[src/rtl/instr_fetch_unit.sv]
// Fetch stage: owns the PC, issues reads to instruction memory, buffers responses in a
// 2-entry FIFO for decode. Optional perf counters are enabled by defining IFU_PERF_CNT_EN.
module instr_fetch_unit #(
  parameter logic [31:0] RESET_PC = 32'h0000_0000,
  parameter int          ADDR_W   = 8
) (
  input  logic              clk,
  input  logic              rst,
  output logic              imem_request,
  output logic              imem_we_re,
  output logic [3:0]        imem_mask,
  output logic [ADDR_W-1:0] imem_address,
  input  logic              imem_valid,
  input  logic [31:0]       imem_data,
  input  logic              redirect_valid,
  input  logic [31:0]       redirect_pc,
  output logic              if_valid,
  input  logic              if_ready,
  output logic [31:0]       if_instr,
  output logic [31:0]       if_pc
`ifdef IFU_PERF_CNT_EN
  ,
  output logic [31:0]       fetch_count,
  output logic [31:0]       stall_count
`endif
);

  logic [31:0] pc_q;
  logic [31:0] inflight_pc;
  logic        inflight;
  logic        active;
  logic [1:0]  count;
  logic [31:0] head_instr, head_pc;
  logic [31:0] tail_instr, tail_pc;

  logic        pop, push, issue;
  logic [1:0]  occupancy;

  assign pop  = if_valid && if_ready && !redirect_valid;
  assign push = imem_valid && inflight && !redirect_valid;

  // Occupancy after this cycle's push/pop; issuing only below 2 reserves a slot for the response.
  assign occupancy = count + {1'b0, push} - {1'b0, pop};
  assign issue     = active && !redirect_valid && (occupancy < 2'd2);

  assign imem_request = issue;
  assign imem_we_re   = 1'b0;
  assign imem_mask    = 4'b1111;
  assign imem_address = pc_q[ADDR_W+1:2];

  assign if_valid = (count != 2'd0) && !redirect_valid;
  assign if_instr = head_instr;
  assign if_pc    = head_pc;

  always_ff @(posedge clk or negedge rst) begin
    if (!rst) begin
      pc_q        <= RESET_PC;
      inflight_pc <= '0;
      inflight    <= 1'b0;
      active      <= 1'b0;
      count       <= '0;
      head_instr  <= '0;
      head_pc     <= '0;
      tail_instr  <= '0;
      tail_pc     <= '0;
    end else begin
      active <= 1'b1;
      if (redirect_valid) begin
        count    <= '0;
        inflight <= 1'b0;
        pc_q     <= redirect_pc & ~32'd3;
      end else begin
        inflight <= issue;
        if (issue) begin
          inflight_pc <= pc_q;
          pc_q        <= pc_q + 32'd4;
        end
        count <= occupancy;
        // A push lands at the head when the FIFO is (or is becoming) empty, otherwise at the tail.
        if (push && (count == 2'd0 || (pop && count == 2'd1))) begin
          head_instr <= imem_data;
          head_pc    <= inflight_pc;
        end else if (pop) begin
          head_instr <= tail_instr;
          head_pc    <= tail_pc;
        end
        if (push && !pop && count == 2'd1) begin
          tail_instr <= imem_data;
          tail_pc    <= inflight_pc;
        end
      end
    end
  end

`ifdef IFU_PERF_CNT_EN
  always_ff @(posedge clk or negedge rst) begin
    if (!rst) begin
      fetch_count <= '0;
      stall_count <= '0;
    end else begin
      if (pop)
        fetch_count <= fetch_count + 32'd1;
      if (if_valid && !if_ready)
        stall_count <= stall_count + 32'd1;
    end
  end
`endif

endmodule
[config.mk]
export PLATFORM = sky130hd
export DESIGN_NAME = instr_fetch_unit
export DESIGN_NICKNAME = d
export VERILOG_FILES = /design/src/rtl/instr_fetch_unit.sv
export SDC_FILE = /design/constraint.sdc
export NUM_CORES = 1
export LEC_CHECK = 0
export CAP_MARGIN = 25
export CORE_ASPECT_RATIO = 0.9
export CORE_UTILIZATION = 53
export DETAILED_ROUTE_END_ITERATION = 10
export PLACE_DENSITY = 0.8
export REMOVE_ABC_BUFFERS = 1
export SLEW_MARGIN = 20
export SYNTH_ARGS = -nofsm -noshare
export SYNTH_HDL_FRONTEND = slang
export SYNTH_SLANG_ARGS = --single-unit
[constraint.sdc]
create_clock -name clk -period 4.4 [get_ports clk]
set_input_delay 0.88 -clock clk [delete_from_list [all_inputs] [get_ports clk]]
set_output_delay 0.88 -clock clk [all_outputs]
set_load 0.1 [all_outputs]
==> After elaboration in Yosys (flattened, before gate mapping) <==
Cells that the tools add are included.
Widths: inputs -> output; s select.
{ "totals": {"output_inout_bits": 79, "reg_bits": 196} }
{ "classes": {"n_reduce_logical": 21, "muxes": 8, "bitwise_logic": 1, "n_addsub": 3, "eq_ne": 1, "order_cmp": 1} }
{ "ops": {"columns": ["cell", "count"], "rows": [
  ["$mux 32", 6],
  ["$add 32x3->32 const B", 1],
  ["$logic_and 1x1->1", 11],
  ["$reduce_and 2->1", 3],
  ["$reduce_bool 2->1", 3],
  ["$add 2x1->2", 1],
  ["$eq 2x1->1 const B", 1],
  ["$logic_not 1->1", 2],
  ["$logic_not 2->1", 1],
  ["$lt 2x2->1 const B", 1],
  ["$mux 2", 1],
  ["$sub 2x1->2", 1],
  ["$logic_or 1x1->1", 1],
  ["$mux 1", 1],
  ["$not 1->1", 1]
]} }

==> Depth between registers and ports, before layout <==
{ "depth": {"depth_word": 9, "ltp_mapped": 14, "mapped_depth_nobuf": 11} }

==> Worst setup path before layout <==
No wires, ideal clock.
{ "synth_path": {"path_type": "input to output", "start": "input port redirect_valid", "end": "output port imem_request", "stages": 11, "t_arrival_ps": 3720, "n_path_buf": 2, "setup_slack_ps": -200, "path_cell_list": "o21ba_2 > nand2_1 > clkbuf_1 > ha_1 > inv_1 > ha_1 > xnor3_2 > and2_1 > buf_2 > nand2_2 > inv_2"} }
{ "synth_via": {"elab_chain_cells": 7} }
{ "synth_lines": {"columns": ["element", "line", "source"], "rows": [
  ["start: declaration", "15", "input logic redirect_valid,"],
  ["$logic_not 1->1 *", null, null],
  ["parallel branches: the longest is 5 deep, another holds $add 2x1->2", null, null],
  ["$logic_and 1x1->1 *", "44", "assign issue = active && !redirect_valid && (occupancy < 2'd2);"],
  ["end: declaration", "9", "output logic imem_request,"]
]} }
Mark *: on every way between the ends.

==> Worst setup path after layout <==
Ends and elaborated chain as after synthesis.

==> summary.txt <==
Outcome = finished clean
Post-CTS sizing = 0
Hold_buf cts = 0
Commonest non-fill, non-tap cell in the layout = dfrtp_1
Synth warnings = 0
Post-synthesis sequential area ratio = 0.560
Core area = 15,400 sq um
Inst Count DP = 1,018
Clk network pwr share = 0.233
Final setup viols = 0
Synth Flop Type = dfrtp_1
Final nets = 908
Critical Path Fanout Max = 3
CP Data Required Time = 3.52 ns
Yosys reg bits = 188
Sequential Power Share = 0.375
Ys async rst share = 1.00
Post-route ant nets = 0
Kind of critical path = primary input to output port
Largest net degree at the start of global routing = 135
Antenna diodes = 0
Vias = 5,910
VDD IR max = 0.388 mV
Synth top area cells = dfrtp_1, mux2_2, mux2i_1, o21ai_0, nand2_1
Relative slew slack = 0.318
Commonest non-fill, non-tap cells in the layout = dfrtp_1, clkdlybuf4s50_1, nand2_1, o21ai_0
Yosys top cell area share = 0.560
Hpwl dp = 11,800 um
Gate power share = 0.392
Worst setup EP type = output port
Max frequency = 257 MHz
Initial DRC count = 329
Clock skew = 0.00647 ns
Min Tclk post-route = 3.88 ns
Mapped Area = 8400 sq um
Hold Path Class = flop to flop
Clock sinks = 188
Post-synth cell types = 40
Cell row count = 43
Fin Hold WS = 0.497 ns
Finished Layout Cells = 1,048
Cells after Synth = 720
RePlAce Congestion = 0.773
# H-tree levels = 4
Post-synth top area cell = dfrtp_1
Register area = 4700 sq um
Share of cells above drive strength 1 = 0.136
Detailed-route DRC error count = 0
Synth-to-layout area growth = 24.6%
Post-synth EDFFs = 0
RSZ-0062 raised after global routing = no
Final Max Tran Viols = 0
Die Area = 16,400 sq um
Layout fillers = 1,141
DRT Pass-1 Iters = 5
Worst setup margin = 0.516 ns
Fin. Hold Viols = 0
Grt total ovfl = 0
Tightest Pin Transition = 1.02 ns
TritonCTS Buffers = 17
CP startpoint kind = primary input
Cell internal pwr = 3440 uW
NetSw = 2600 uW
Port bufs = 138
Sw Ratio = 0.431
Total wire length = 18,100 um
Pleak = 0.00486 uW
WL/cell = 17.2 um
GRT Util Overall = 0.233
Die span in y = 121 um
Clk_lat worst skew = 0.42 ns
First-pass GRT wire length = 29,500 um
DR vias/cell = 5.64
Antenna violations before repair = 0
Setup bufs post-CTS = 0
Vias in the first global route = 5,974
Post-Syn Area per Cell = 11.7 sq um
DP Worst Slack = 0.513 ns
Worst EP arrival = 3.00 ns
Period utilization = 0.883
Power Density = 578 nW/um^2
Clock transition at the registers of the reported paths = 0.06 ns
Clock Path Buffers = 2
Power, Total = 6040 uW
Io pins = 148
Footprint of the multi-input gates = 3390 sq um
Starting Density = 0.544
Die W = 135 um
CTS tree = built
Max-capacitance violation count = 0
CTS root buffer = clkbuf_16
==> final timing paths <==
path / slack [ns] / start / endpoint / cells past startpoint
max in group asynchronous: 2.86 / rst / if_instr[29] / 2
max: 0.52 / redirect_valid / imem_request / 11
max reg2reg: 1.56 / count[1] / pc_q[31] / 10
min in group asynchronous: 0.56 / rst / if_pc[14] / 1
min: 0.50 / inflight_pc[15] / if_pc[15] / 2
min reg2reg: 0.50 / inflight_pc[15] / if_pc[15] / 2
==> cell usage after synthesis (3+ instances only) <==
master and instances:
dfrtp_1 188, nand2_1 86, o21ai_0 73, mux2_2 63
mux2i_1 63, clkbuf_1 29, mux2_1 28, nor2_1 21
a31oi_1 18, buf_4 18, nand4_1 15, o31ai_1 15
or4_1 15, buf_2 11, nand3_1 9, inv_1 8
and4_1 6, o311ai_0 6, and2_1 5, and3_1 5
ha_1 4, or3_1 4, buf_1 3, or2_2 3
xnor2_1 3, xor2_1 3
==> cell families (layout without fill, tap and decap cells) <==
family,Yosys count,count (layout),share of synthesized area
adder cells (fa/ha/maj),4,4,0.00596
AO/OA/AOI/OAI,119,119,0.0842
flip-flops,188,188,0.560
AND/OR/NAND/NOR,175,175,0.101
buffers and inverters,71,191,0.0414
XOR/XNOR,7,7,0.00909
multiplexers,154,154,0.197
other,2,8,0.000894
==> power by group through the flow <==
stage | Sequential (uW) | Clock, uW | Combinational (uW)
6_report | 2270 | 1410 | 2370
5_1_grt | 2310 | 1500 | 2470
4_1_cts | 2270 | 1440 | 2380
3_5_place_dp | 2300 | 0 | 2370
3_3_place_gp | 2270 | 0 | 2340
2_1_floorplan | 3630 | 0 | 390
==> sequential cells by signal, indices dropped and copies added (netlist names) <==
name and cells:
if_pc 30, inflight 1, inflight_pc 30, if_instr 32, count 2, tail_pc 30
tail_instr 32, pc_q 30, active 1
==> worst max-delay path, cell delays in order <==
cell and delay (ns):
clkdlybuf4s50_1 0.44, o21ba_2 0.31, nand2_4 0.07, ha_1 0.28, inv_1 0.04, ha_1 0.19
xnor3_2 0.23, and2_1 0.17, nand2_2 0.08, inv_2 0.13, buf_12 0.18
==> metal layers <==
| layer | vias to the layer above | track usage | wire length [um] |
|---|---|---|---|
| li1 | 2780 | - | - |
| met1 | 2923 | 0.302 | 7920 |
| met2 | 190 | 0.387 | 8720 |
| met3 | 17 | 0.0643 | 1210 |
| met4 | 0 | 0.0597 | 212 |
| met5 | - | 0 | 0 |
==> metrics by stage <==
stage	utilization	TNS, ns	instance area [sq um]
3_5_place_dp	0.643	0	9920
4_1_cts	0.677	0	10500
6_report	0.677	0	10500
3_3_place_gp	0.641	0	9890
5_1_grt	0.677	0	10500
2_1_floorplan	-	-464.08	8110
==> layout make-up <==
type	instances	area share
repair buffers	151	0.147
well taps	202	0.0242
inverters	10	0.00359
flip-flops and latches	188	0.450
clock buffers	24	0.0451
multi-input cells	467	0.324
clock inverters	6	0.00622
Power figures use the tool's default switching activity.
